$ cat src/rtl/stage_sequencer_pkg.sv
// Shared stage indices, sequencer state encoding and the stage one-hot encoder
// used by both the sequencer and the datapath stage decoders.
package stage_sequencer_pkg;

    localparam logic [1:0] STG_FETCH = 2'd0;
    localparam logic [1:0] STG_VR    = 2'd1;
    localparam logic [1:0] STG_VRW   = 2'd2;
    localparam logic [1:0] STG_WRITE = 2'd3;

    typedef enum logic {
        HALTED = 1'b0,
        STAGE  = 1'b1
    } seq_state_e;

    // Bit s of the result (in [0:3] order) is set for stage s.
    function automatic logic [0:3] stage_onehot(input logic [1:0] stg);
        logic [0:3] oh;
        oh      = '0;
        oh[stg] = 1'b1;
        return oh;
    endfunction

endpackage

$ cat src/rtl/stage_sequencer_timeout_counter.sv
// Per-stage wait counter: cleared on stage entry, counts stalled cycles and
// flags expiry once TIMEOUT stalled cycles have been spent in one stage.
module stage_timeout_counter #(
    parameter int TIMEOUT = 64,
    parameter int TO_W    = 7
) (
    input  logic clk,
    input  logic rst,
    input  logic load,
    input  logic count_en,
    output logic expire
);

    logic [TO_W-1:0] cnt_q;
    logic [TO_W-1:0] cnt_d;

    always_comb begin
        cnt_d = cnt_q;
        if (load) begin
            cnt_d = '0;
        end else if (count_en) begin
            cnt_d = cnt_q + TO_W'(1);
        end
    end

    always_ff @(posedge clk or posedge rst) begin
        if (rst) begin
            cnt_q <= '0;
        end else begin
            cnt_q <= cnt_d;
        end
    end

    assign expire = (cnt_q == TO_W'(TIMEOUT - 1));

endmodule

$ cat src/rtl/stage_sequencer.sv
// Handshaked four-stage instruction sequencer with run/step/halt control,
// sticky per-stage timeout fault and a retired-instruction counter.
module stage_sequencer
    import stage_sequencer_pkg::*;
#(
    parameter int CNT_W   = 16,
    parameter int TIMEOUT = 64,
    parameter int TO_W    = 7
) (
    input  logic             clk,
    input  logic             reset,
    input  logic             run,
    input  logic             step,
    input  logic             halt_req,
    input  logic             stage_ready,
    output logic [0:3]       clk_phase,
    output logic [1:0]       clk_stage,
    output logic             running,
    output logic             halted,
    output logic             fault,
    output logic [CNT_W-1:0] instr_count
);

    seq_state_e       state_q, state_d;
    logic [1:0]       stage_q, stage_d;
    logic             step_mode_q, step_mode_d;
    logic             halt_seen_q, halt_seen_d;
    logic             fault_q, fault_d;
    logic [CNT_W-1:0] count_q, count_d;
    logic [0:3]       phase_q, phase_d;
    logic             running_q, running_d;
    logic             halted_q, halted_d;

    logic             to_count_en;
    logic             to_expire;

    // Count only stalled cycles; any advance, fault or idle cycle re-arms it.
    assign to_count_en = (state_q == STAGE) && !stage_ready && !to_expire;

    stage_timeout_counter #(
        .TIMEOUT (TIMEOUT),
        .TO_W    (TO_W)
    ) u_timeout (
        .clk      (clk),
        .rst      (reset),
        .load     (!to_count_en),
        .count_en (to_count_en),
        .expire   (to_expire)
    );

    always_comb begin
        state_d     = state_q;
        stage_d     = stage_q;
        step_mode_d = step_mode_q;
        halt_seen_d = halt_seen_q;
        fault_d     = fault_q;
        count_d     = count_q;

        case (state_q)
            HALTED: begin
                halt_seen_d = 1'b0;
                if (!fault_q) begin
                    if (run) begin
                        state_d     = STAGE;
                        stage_d     = STG_FETCH;
                        step_mode_d = 1'b0;
                    end else if (step) begin
                        state_d     = STAGE;
                        stage_d     = STG_FETCH;
                        step_mode_d = 1'b1;
                    end
                end
            end
            STAGE: begin
                if (halt_req) begin
                    halt_seen_d = 1'b1;
                end
                if (stage_ready) begin
                    if (stage_q != STG_WRITE) begin
                        stage_d = stage_q + 2'd1;
                    end else begin
                        count_d = count_q + CNT_W'(1);
                        // halt_req in the retiring cycle itself also counts
                        if (halt_seen_q || halt_req || !run || step_mode_q) begin
                            state_d     = HALTED;
                            halt_seen_d = 1'b0;
                        end else begin
                            stage_d = STG_FETCH;
                        end
                    end
                end else if (to_expire) begin
                    fault_d     = 1'b1;
                    state_d     = HALTED;
                    halt_seen_d = 1'b0;
                end
            end
            default: begin
                state_d = HALTED;
            end
        endcase

        phase_d   = (state_d == STAGE) ? stage_onehot(stage_d) : 4'b0000;
        running_d = (state_d == STAGE);
        halted_d  = (state_d == HALTED);
    end

    always_ff @(posedge clk or posedge reset) begin
        if (reset) begin
            state_q     <= HALTED;
            stage_q     <= STG_FETCH;
            step_mode_q <= 1'b0;
            halt_seen_q <= 1'b0;
            fault_q     <= 1'b0;
            count_q     <= '0;
            phase_q     <= 4'b0000;
            running_q   <= 1'b0;
            halted_q    <= 1'b1;
        end else begin
            state_q     <= state_d;
            stage_q     <= stage_d;
            step_mode_q <= step_mode_d;
            halt_seen_q <= halt_seen_d;
            fault_q     <= fault_d;
            count_q     <= count_d;
            phase_q     <= phase_d;
            running_q   <= running_d;
            halted_q    <= halted_d;
        end
    end

    assign clk_phase   = phase_q;
    assign clk_stage   = stage_q;
    assign running     = running_q;
    assign halted      = halted_q;
    assign fault       = fault_q;
    assign instr_count = count_q;

endmodule

$ cat config.mk
export PLATFORM = sky130hd
export DESIGN_NAME = stage_sequencer
export DESIGN_NICKNAME = d
export VERILOG_FILES = /design/src/rtl/stage_sequencer_pkg.sv /design/src/rtl/stage_sequencer_timeout_counter.sv /design/src/rtl/stage_sequencer.sv
export SDC_FILE = /design/constraint.sdc
export NUM_CORES = 1
export LEC_CHECK = 0
export BUFFER_PORTS_ARGS = -buffer_cell sky130_fd_sc_hd__buf_2
export CORE_MARGIN = 10
export CORE_UTILIZATION = 30
export DETAILED_ROUTE_END_ITERATION = 12
export PLACE_DENSITY_LB_ADDON = 0.15
export SLEW_MARGIN = 20
export SYNTH_ARGS = -nofsm -noshare
export SYNTH_HDL_FRONTEND = slang
export SYNTH_SLANG_ARGS = --single-unit
$ cat constraint.sdc
create_clock -name clk -period 1.9 [get_ports clk]
set_input_delay 0.19 -clock clk [delete_from_list [all_inputs] [get_ports clk]]
set_output_delay 0.19 -clock clk [all_outputs]
set_load 0.02 [all_outputs]
; ---- Word-level counts from Yosys, hierarchy flattened
; Index checks and enable logic that the tools add are counted.
[word_totals]
out_inout_bits = 25
register_bits = 34
input_bits = 6
[op_classes]
n_eq_ne = 2
n_reduce_logical = 13
n_bitwise = 6
addsub = 3
n_mux = 27
n_lt_le_gt_ge = 2
[op_table]
columns = op, count
row1 = "adder 16 x 1 -> 16 bit, second input constant", 1
row2 = two-way mux 1 bit, 15
row3 = two-way mux 2 bit, 6
row4 = AND reduction 3 bit, 3
row5 = "adder 7 x 1 -> 7 bit, second input constant", 1
row6 = "== test 7 x 6 -> 1 bit, second input constant", 1
row7 = two-way mux 7 bit, 1
row8 = inverter 1 bit, 5
row9 = two-way mux 4 bit, 1
row10 = one-hot mux 1 bit (2 select lines), 2
row11 = one-hot mux 2 bit (2 select lines), 1
row12 = ">= comparator 3 bit, second input constant", 1
row13 = logical AND 1 bit, 3
row14 = zero test 1 bit, 3
row15 = logical OR 1 bit, 3
row16 = "< comparator 3 x 1 -> 1 bit, second input constant", 1
row17 = inverter 2 -> 3 bit, 1
row18 = "adder 2 x 1 -> 2 bit, second input constant", 1
row19 = demux 1 bit (select 2 bit), 1
row20 = "inequality test 2 bit, second input constant", 1
row21 = nonzero test 2 bit, 1

; ---- Depth between registers and ports, before layout
; Gate-level depths: netlist of the first run.
[logic_depth]
ltp_word = 13
mapped_depth = 5
depth_no_buf = 5

; ---- Modules after synthesis
; Synthesis of the first run repeated with hierarchy kept, for this count alone.
[hier_totals]
cells_unflattened = 138
hier_area_um2 = 1597.8
[modules_own_cells]
columns = mod, cells_per_inst, area_per_inst_um2, n_inst, seq_area_each_um2
row1 = stage_sequencer, 107, 1270.0, 1, 676.9
row2 = stage_timeout_counter, 31, 327.8, 1, 175.2

; ---- Worst setup path after synthesis of the first run
; Ideal clock, no wire load.
[synth_path]
path_kind = register to register
startpoint = register stage_q[0], in the netlist clk_stage[0]
endpoint = register phase_q, in the netlist clk_phase[3]
stages_incl_launch_ff = 6
arrival_time_ns = 1.614
synth_period_minus_slack_ns = 1.733
slack_ns = 0.167
t_required_ns = 1.780
path_buffers = 0
path_cell_list = dfrtp_1 -> ha_1 -> and2b_1 -> and3b_2 -> a311o_1 -> and3b_1
[synth_via]
elab_chain_cells = 10
[synth_rtl]
columns = element, line_no
row1 = from (decl), stage_sequencer.sv:25  ; logic [1:0] stage_q, stage_d;
row2 = from (signal assigned), stage_sequencer.sv:120  ; stage_q <= stage_d;
row3 = adder 2 x 1 -> 2 bit (tied with other cells), stage_sequencer.sv:80  ; stage_d = stage_q + 2'd1;
row4 = two-way mux 2 bit (on tied branches), "stage_sequencer.sv:79, stage_sequencer.sv:63"
row5 = two-way mux 2 bit (on tied branches), "stage_sequencer.sv:78, stage_sequencer.sv:62"
row6 = one-hot mux 2 bit (2 select lines) *, stage_sequencer.sv:59  ; case (state_q)
row7 = net stage_d[0], stage_sequencer.sv:25
row8 = inverter 2 -> 3 bit (implied by the code) *, stage_sequencer_pkg.sv:19  ; oh[stg] = 1'b1;
row9 = >= comparator 3 bit (implied by the code) or < comparator 3 x 1 -> 1 bit (tied branches), stage_sequencer_pkg.sv:19
row10 = logical AND 1 bit (implied by the code), stage_sequencer_pkg.sv:19
row11 = two-way mux 1 bit (implied by the code), stage_sequencer_pkg.sv:19
row12 = demux 1 bit (select 2 bit) *, stage_sequencer_pkg.sv:19
row13 = two-way mux 4 bit *, stage_sequencer.sv:102  ; phase_d = (state_d == STAGE) ? stage_onehot(stage_d) : 4'b0000;
row14 = net phase_d (one bit), stage_sequencer.sv:30  ; logic [0:3] phase_q, phase_d;
row15 = to (signal assigned), stage_sequencer.sv:125  ; phase_q <= phase_d;
row16 = to (decl), stage_sequencer.sv:30
; The timed path passes the listed nets; every way through them passes the cells marked *.
; A chain may end at the register's enable or synchronous reset.

; ---- Worst setup path after layout of the first run
; Same ends and word-level chain as after synthesis.

==> metrics.txt, run 1 <==
share of the clock period used by the worst path after layout 91.0%; detailed-routed wire length on met3 168 microns; floorplan die width 91.1 microns; actual slew at the worst max-slew pin 0.442 ns; height of the die 91.1 microns; share of Yosys cell area claimed by the top area cell type 54.4%; DP HPWL 2.44 mm; drt total wl 3.29 mm; power share of the sequential group 45.5%; count of inserted antenna diode cells 0; number of buffers inserted by port buffering 30; Tightest Hold Check Type in2async; switching power as a share of total power 34.5%; Placement Setup Slack 0.166 ns; worst slew margin relative to its limit 70.5%; leading post-synthesis cells by cell area sky130_fd_sc_hd__dfrtp_1 (54%), sky130_fd_sc_hd__xnor2_1 (8.7%), sky130_fd_sc_hd__nor2_1 (3.2%); via-per-instance ratio 4.46; Final Hold Vio Count 2; number of standard cells after synthesis 130; antenna violations before repair 0; net count after synthesis 139; iteration count of the initial detailed-routing pass 4; average cell area after synthesis 11.7 sq um; antenna-violating nets left 0; min setup slack post-route 0.171 ns; origin of the critical flop-to-flop path clk_stage[0]; floorplan core area 4820 sq um; startpoint kind of the worst setup timing path register; number of max-capacitance violations reported 0; data arrival at the endpoint of the critical path 1.90 ns; data required time at the worst endpoint 2.07 ns; aggregate global-route resource usage 8.35%; final hold slack -0.00568 ns; Internal Power 0.00143 W; initial DRC count 54; total grt overflow 0; first-pass GRT wire length 5.62 mm; area growth from synthesis to final layout 21.8%; number of cells in the finished layout apart from fillers 235; total via count after detailed routing 1,049; Clock power frac 24.9%; synthesis-stage register bit count 34; overall power of the completed layout 0.00218 W; sequential area share after synthesis 56.1%; number of buffers inserted for hold repair after clock tree synthesis 0; number of synthesized flops with an enable pin 0; TritonCTS clock tree built; WL met1 1.49 mm; number of pins exceeding their max-slew limit in the final report 0; Ports 31; layout filler cell count 500; number of buffers between clock root and the deepest sink 2; num rows 25; timing-limited maximum frequency 578 MHz; clock period minus final worst setup slack 1.73 ns; WL/cell 14.0 microns; placed insts 227; reg2reg path depth 5; share of final-layout standard cells stronger than drive strength 1 30.4%; count of warnings emitted by yosys 0; critical path type reg2reg; count of clock tree sinks 34; logic gate share of total power 29.6%; largest net degree at the start of global routing 35; Psw 0.000753 W; Yosys top cell by area sky130_fd_sc_hd__dfrtp_1; number of CTS-inserted buffers 5; total DRC errors in the routed layout 0; Distinct cells, synth 35; final total negative setup slack 0 ns; Cell Pwr Density 1180 nW/um^2; Main synth FF type sky130_fd_sc_hd__dfrtp_1; clock insertion delay at the later pin of the skew report 0.28 ns; vias in the first global route 1,173; peak supply drop 0.597 mV; skew final 0.00357 ns; element type at the critical path end register; failing checks negative hold slack; highest net fanout along the worst path 6; mapped cell area 1520 sq um; number of failing setup endpoints in the final timing report 0; starting density of the core 31.5%; reg-to-reg endpoint clk_phase[3]; setup bufs post-CTS 0; top layer used by detailed routing met4; setup repair after global routing missed its margin no; post-synthesis async set-or-reset flop share 100%; die area 8300 sq um; H-tree lvl count 2; reported leakage power 0.897 nW; total number of nets in the final design 176; GP Congestion 0.786; clock tree root buffer cell sky130_fd_sc_hd__clkbuf_8; run status finished, violations left; reg-to-reg slack, setup 0.17 ns; clock input transition at the sequential cells of the worst setup and hold paths 0.07 ns; routed length on met2 1.59 mm; source of the critical timing path clk_stage[0]
[cell usage in the layout, fill, tap and decap left out, types with 2 or more instances in the layout]
cell type / n
sky130_fd_sc_hd__nor2_1: 11
sky130_fd_sc_hd__clkbuf_8: 6
sky130_fd_sc_hd__and3_1: 5
sky130_fd_sc_hd__ha_1: 3
sky130_fd_sc_hd__xnor2_1: 15
sky130_fd_sc_hd__nor3b_2: 2
sky130_fd_sc_hd__nand4_1: 6
sky130_fd_sc_hd__o22ai_1: 2
sky130_fd_sc_hd__a21oi_1: 2
sky130_fd_sc_hd__nor2_2: 2
sky130_fd_sc_hd__nand2_1: 11
sky130_fd_sc_hd__buf_2: 30
sky130_fd_sc_hd__dfrtp_1: 33
sky130_fd_sc_hd__nand3_1: 8
sky130_fd_sc_hd__inv_1: 4
sky130_fd_sc_hd__xor2_1: 4
[synth_stat cells (all sizes together), types with 3 or more instances]
master  instances
inv             4
ha              3
nand4           6
xor2            4
nand2          11
nand3           8
dfrtp          33
nor2           13
xnor2          15
nor3b           3
and3            5
[worst max-delay path by stage]
stage	end	cells past startpoint
2_1_floorplan	clk_phase[3]	5
3_3_place_gp	clk_phase[3]	5
3_5_place_dp	instr_count[15]	5
4_1_cts	instr_count[15]	5
5_1_grt	clk_phase[3]	5
6_report	clk_phase[3]	5
[kinds of logic after synthesis]
family | synth area share (%)
and+or+nand+nor | 21.4
DFF | 56.1
xor gates and xnor gates | 11.0
buffers and inverters | 1.48
adders and majority gates | 2.47
AOI/OAI and AO/OA | 7.58
[cell type report]
type                            instances  area, sq um  share of cell area, %
Sequential cell                        34          852                   46.1
Multi-Input combinational cell         91          648                   35.1
Timing Repair Buffer                   31          158                   8.53
Clock buffer                            7         86.3                   4.67
Tap cell                               67         83.8                   4.54
Inverter                                4         15.0                  0.812
Clock inverter                          1         5.00                  0.271
[power groups by stage]
| stage | registers (W) | clock network, W | logic (W) |
|---|---|---|---|
| after floorplan | 0.00110 | 0 | 0.000348 |
| after global placement | 0.000998 | 0 | 0.000644 |
| after detailed placement | 0.00100 | 0 | 0.000660 |
| after CTS | 0.000996 | 0.000571 | 0.000661 |
| after global routing | 0.00103 | 0.000600 | 0.000715 |
| final | 0.000992 | 0.000544 | 0.000645 |
[sequential cells by signal, indices dropped and copies added (netlist names)]
register,cells
halt_seen_q,1
instr_count,16
halted,1
running,1
clk_stage,2
u_timeout.cnt_q,7
clk_phase,4
step_mode_q,1
fault,1
[stage by stage]
stage                     area (sq um)  util, %
final                             1850     38.4
after global routing              1850     38.4
after global placement            1750     36.4
after detailed placement          1750     36.4
after floorplan                   1520        -
after CTS                         1840     38.3
[metal layers]
layer  vias up  global-route usage (%)
li1        524                       -
met1       498                    9.29
met2        21                    13.4
met3         6                    3.54
met4         0                    4.18
met5         -                       0
[what timing repair did]
| item | CTS | global route |
|---|---|---|
| resized for setup | 0 | 2 |
| endpoints found under the hold margin | 0 | 0 |
| endpoints found under the setup margin | 0 | 3 |
[critical path, stage by stage (launching register included)]
cell and delay (ns):
sky130_fd_sc_hd__dfrtp_1 0.39, sky130_fd_sc_hd__ha_1 0.26, sky130_fd_sc_hd__and2b_1 0.22, sky130_fd_sc_hd__and3b_2 0.19, sky130_fd_sc_hd__a311o_1 0.35, sky130_fd_sc_hd__and3b_1 0.21
Power figures use the tool's default switching activity.
==> inputs of run 2 (changes only) <==
Settings changed: REMOVE_ABC_BUFFERS set to 1.
==> run 2 against run 1 <==
Effect of this change: the flow still finishes with violations (negative hold slack); setup slack worse by 0.015 ns; final area is 1.1% higher; critical path depth stayed put; register-to-register slack hardly changed; core utilization is 0.42 points higher; sequential power is 0.5% lower; die area stayed put; worst hold slack worse by 0.011 ns; first-iteration DRC count is 7.4% lower; critical path type unchanged; largest cell class unchanged; highest routed layer unchanged.
==> metrics.txt, run 2 (same netlist as run 1, synthesis figures left out) <==
highest net fanout along the worst path 6; setup bufs post-CTS 0; count of inserted antenna diode cells 0; Final Hold Vio Count 25; total grt overflow 0; worst slew margin relative to its limit 71.3%; number of CTS-inserted buffers 5; aggregate global-route resource usage 8.33%; setup repair after global routing missed its margin no; most used cells in the layout excluding fill and tap cells sky130_fd_sc_hd__dfrtp_1 (33), sky130_fd_sc_hd__buf_2 (30), sky130_fd_sc_hd__xnor2_1 (15); clock insertion delay at the later pin of the skew report 0.28 ns; startpoint kind of the worst setup timing path register; floorplan core area 4820 sq um; H-tree lvl count 2; largest net degree at the start of global routing 35; iteration count of the initial detailed-routing pass 4; Buffers & Inverters on Critical Path 0; placed instance area 1760 sq um; overall power of the completed layout 0.00229 W; initial DRC count 50; timing-limited maximum frequency 573 MHz; first-pass GRT wire length 5.58 mm; number of buffers between clock root and the deepest sink 2; count of clock tree sinks 34; min setup slack post-route 0.156 ns; share of the clock period used by the worst path after layout 91.8%; number of max-capacitance violations reported 0; family of cells with the greatest summed delay on the critical path simple AND/OR/NAND/NOR gates; num rows 25; antenna violations before repair 0; WL/cell 13.5 microns; GP Congestion 0.821; Max stage delay on crit path 0.41 ns; DP HPWL 2.40 mm; die area 8300 sq um; clock tree root buffer cell sky130_fd_sc_hd__clkbuf_8; max FFs per register 16; via-per-instance ratio 4.53; number of failing setup endpoints in the final timing report 0; data required time at the worst endpoint 2.07 ns; vias in the first global route 1,188; TritonCTS clock tree built; total via count after detailed routing 1,069; most frequent standard cell in the layout excluding fill and tap cells sky130_fd_sc_hd__dfrtp_1; height of the die 91.1 microns; number of buffers inserted by port buffering 30; Tightest Hold Check Type in2async; clock period minus final worst setup slack 1.74 ns; crit-path cells ha_1 -> and2b_1 -> and3b_2 -> a311o_1 -> and3b_1; antenna-violating nets left 0; drt total wl 3.18 mm; floorplan die width 91.1 microns; Cell Pwr Density 1230 nW/um^2; clock input transition at the sequential cells of the worst setup and hold paths 0.07 ns; actual slew at the worst max-slew pin 0.431 ns; number of pins exceeding their max-slew limit in the final report 0; final core utilization 38.8%; final total negative setup slack 0 ns; area growth from synthesis to final layout 23.1%; cell at the slowest stage of the critical path sky130_fd_sc_hd__dfrtp_1; final hold slack -0.0169 ns; critical path type reg2reg; Ports 31; data arrival at the endpoint of the critical path 1.92 ns; total DRC errors in the routed layout 0; failing checks negative hold slack; skew final 0.00590 ns; peak supply drop 0.617 mV; element type at the critical path end register; share of final-layout standard cells stronger than drive strength 1 29.6%; total number of nets in the final design 177; run status finished, violations left; post-route design area 1870 sq um; Placement Setup Slack 0.130 ns; starting density of the core 31.5%; reported leakage power 0.906 nW
-- run 2: changes by cell type in the layout (fill, tap and decap cells not counted) --
cell | previous run | this run
sky130_fd_sc_hd__buf_4 | 1 | 2
sky130_fd_sc_hd__bufinv_16 | 0 | 1
sky130_fd_sc_hd__clkbuf_1 | 1 | 2
sky130_fd_sc_hd__clkbuf_8 | 6 | 5
sky130_fd_sc_hd__clkinv_2 | 1 | 0
sky130_fd_sc_hd__nor2_1 | 11 | 12
sky130_fd_sc_hd__nor2_2 | 2 | 1
-- run 2: area by class of cell --
class / instances / area [sq um]
Fill cell: 494 / 2950
Sequential cell: 34 / 852
Multi-Input combinational cell: 91 / 646
Timing Repair Buffer: 32 / 165
Tap cell: 67 / 83.8
Clock buffer: 7 / 76.3
Clock inverter: 1 / 30.0
Inverter: 4 / 15.0
-- run 2: worst register-to-register path, stage by stage (launching register included) --
cell and delay [ns]:
sky130_fd_sc_hd__dfrtp_1 0.41, sky130_fd_sc_hd__ha_1 0.27, sky130_fd_sc_hd__and2b_1 0.22, sky130_fd_sc_hd__and3b_2 0.19, sky130_fd_sc_hd__a311o_1 0.34, sky130_fd_sc_hd__and3b_1 0.20
-- run 2: repair_timing --
action / in CTS / in global routing
resized for setup: 0 / 1
endpoints found under the setup margin: 0 / 5
hold buffers: 0 / 0
-- run 2: per-stage QoR --
step,cells,hold WS (ns)
2_1_floorplan,129,0.276
3_3_place_gp,228,0.307
3_5_place_dp,228,0.316
4_1_cts,236,0.00183
5_1_grt,236,0.0318
6_report,236,-0.0169
-- run 2: worst paths after layout --
| kind | start | end | slack [ns] | cells past startpoint |
|---|---|---|---|---|
| max in group asynchronous | reset | halted | 1.57 | 3 |
| min reg2reg | u_timeout.cnt_q[0] | u_timeout.cnt_q[0] | 0.46 | 1 |
| max reg2reg | clk_stage[0] | clk_phase[3] | 0.16 | 5 |
| min | reset | instr_count[9] | -0.02 | 3 |
| min in group clk | run | step_mode_q | 0.11 | 2 |
| max | clk_stage[0] | clk_phase[3] | 0.16 | 5 |
-- run 2: metal layers --
metal	vias to the layer above	part of all wire (%)	track usage (%)
met2	27	46	13.2
met4	0	2.2	4.70
met1	510	46	9.37
met3	8	5.7	3.29
li1	524	-	-
met5	-	0	0
-- run 2: power by group --
group / switching (W) / internal [W]
registers: 0.000123 / 0.000864
logic: 0.000385 / 0.000279
clock network: 0.000250 / 0.000392
==> inputs of run 3 (changes only) <==
Settings changed: BUFFER_PORTS_ARGS -buffer_cell sky130_fd_sc_hd__buf_2 to not set, CORE_ASPECT_RATIO set to 1.5, DONT_BUFFER_PORTS set to 1.
==> run 3 against run 2 <==
Effect of this change: the run now ends clean; setup slack better by 0.026 ns; final area is 2.6% lower; sequential share of layout area is 1.2 points higher; critical endpoint unchanged; clock power is 7.6% higher; critical path type unchanged; worst hold slack better by 0.12 ns; sequential power is 5% higher; highest routed layer unchanged.
==> metrics.txt, run 3 (same netlist as run 1, synthesis figures left out) <==
share of the clock period used by the worst path after layout 90.4%; data arrival at the endpoint of the critical path 1.89 ns; drt total wl 3.50 mm; starting density of the core 31.3%; final total negative setup slack 0 ns; total DRC errors in the routed layout 0; skew final 0.00769 ns; count of clock tree sinks 34; most frequent standard cell in the layout excluding fill and tap cells sky130_fd_sc_hd__dfrtp_1; total number of nets in the final design 157; number of max-capacitance violations reported 0; setup bufs post-CTS 0; worst slew margin relative to its limit 62.0%; height of the die 107 microns; aggregate global-route resource usage 8.63%; initial DRC count 26; run status finished clean; Tightest Hold Check Type in2reg; clock period minus final worst setup slack 1.72 ns; reported leakage power 0.821 nW; final core utilization 37.5%; data required time at the worst endpoint 2.07 ns; vias in the first global route 1,115; number of CTS-inserted buffers 5; share of final-layout standard cells stronger than drive strength 1 18.1%; iteration count of the initial detailed-routing pass 4; setup repair after global routing missed its margin no; TritonCTS clock tree built; WL/cell 16.3 microns; number of failing setup endpoints in the final timing report 0; placed instance area 1670 sq um; Final Hold Vio Count 0; crit-path cells ha_1 -> and2b_1 -> and3b_2 -> a311o_1 -> and3b_1; area growth from synthesis to final layout 19.9%; startpoint kind of the worst setup timing path register; clock tree root buffer cell sky130_fd_sc_hd__clkbuf_8; first-pass GRT wire length 5.67 mm; number of buffers inserted by port buffering 0; number of pins exceeding their max-slew limit in the final report 0; largest net degree at the start of global routing 22; Max stage delay on crit path 0.36 ns; Cell Pwr Density 1280 nW/um^2; critical path type reg2reg; via-per-instance ratio 4.83; antenna violations before repair 0; clock input transition at the sequential cells of the worst setup and hold paths 0.07 ns; number of buffers between clock root and the deepest sink 2; cell at the slowest stage of the critical path sky130_fd_sc_hd__dfrtp_1; highest net fanout along the worst path 6; antenna-violating nets left 0; clock insertion delay at the later pin of the skew report 0.29 ns; count of inserted antenna diode cells 0; most used cells in the layout excluding fill and tap cells sky130_fd_sc_hd__dfrtp_1 (33), sky130_fd_sc_hd__xnor2_1 (15), sky130_fd_sc_hd__nor2_1 (13); post-route design area 1820 sq um; timing-limited maximum frequency 582 MHz; number of buffers inserted for hold repair after clock tree synthesis 2; overall power of the completed layout 0.00233 W; post-cts sizing count 0; DP HPWL 2.72 mm; floorplan die width 78.1 microns; max FFs per register 16; H-tree lvl count 2; Placement Setup Slack 0.206 ns; element type at the critical path end register; floorplan core area 4850 sq um; min setup slack post-route 0.183 ns; die area 8360 sq um; num rows 31; total via count after detailed routing 1,039; GP Congestion 0.756; total grt overflow 0; actual slew at the worst max-slew pin 0.570 ns; peak supply drop 0.367 mV; Ports 31
-- run 3: changes by cell type in the layout (fill, tap and decap cells not counted) --
cell,before,now
sky130_fd_sc_hd__buf_2,30,0
sky130_fd_sc_hd__buf_4,2,8
sky130_fd_sc_hd__dlygate4sd3_1,0,3
sky130_fd_sc_hd__buf_12,0,1
sky130_fd_sc_hd__clkbuf_1,2,1
sky130_fd_sc_hd__clkbuf_8,5,6
sky130_fd_sc_hd__nor2_1,12,13
sky130_fd_sc_hd__nor2_2,1,0
-- run 3: cell type report --
| type | instances | area (sq um) |
|---|---|---|
| Fill cell | 501 | 3030 |
| Sequential cell | 34 | 852 |
| Clock buffer | 7 | 86.3 |
| Multi-Input combinational cell | 91 | 643 |
| Inverter | 4 | 15.0 |
| Tap cell | 66 | 82.6 |
| Clock inverter | 1 | 30.0 |
| Timing Repair Buffer | 12 | 110 |
-- run 3: path summary, 6_finish.rpt --
check	startpoint	end	slack [ns]	cells after the start
min	stage_ready	halt_seen_q	0.1	2
max in group asynchronous	reset	fault	0.99	3
max reg2reg	clk_stage[0]	clk_phase[3]	0.18	5
min reg2reg	u_timeout.cnt_q[0]	u_timeout.cnt_q[0]	0.47	1
min in group asynchronous	reset	instr_count[8]	0.39	2
max	clk_stage[0]	clk_phase[3]	0.18	5
-- run 3: critical path, delay by kind of cell (launching register included) --
kind,cells,cell delay (ns)
AOI/OAI and AO/OA,1,0.35
and+or+nand+nor,3,0.64
adders and majority gates,1,0.26
DFF,1,0.36
-- run 3: per-stage QoR --
stage	hold WS [ns]	cells
floorplan	0.276	129
finish	0.0981	215
global route	0.0923	215
detailed placement	0.160	204
global placement	0.145	204
CTS	0.00252	214
-- run 3: power by group --
part,leakage (nW),internal (W),total (W),switching (W)
clock,0.0585,0.000428,0.000691,0.000264
combinational,0.321,0.000267,0.000596,0.000329
sequential,0.442,0.000865,0.00104,0.000179
-- run 3: metal layers --
| metal | GRT usage (%) | vias up | wire length (microns) |
|---|---|---|---|
| met5 | 0 | - | 0 |
| met4 | 3.86 | 0 | 59 |
| met3 | 3.93 | 5 | 240 |
| met2 | 17.0 | 21 | 2070 |
| met1 | 6.86 | 528 | 1130 |
| li1 | - | 485 | - |
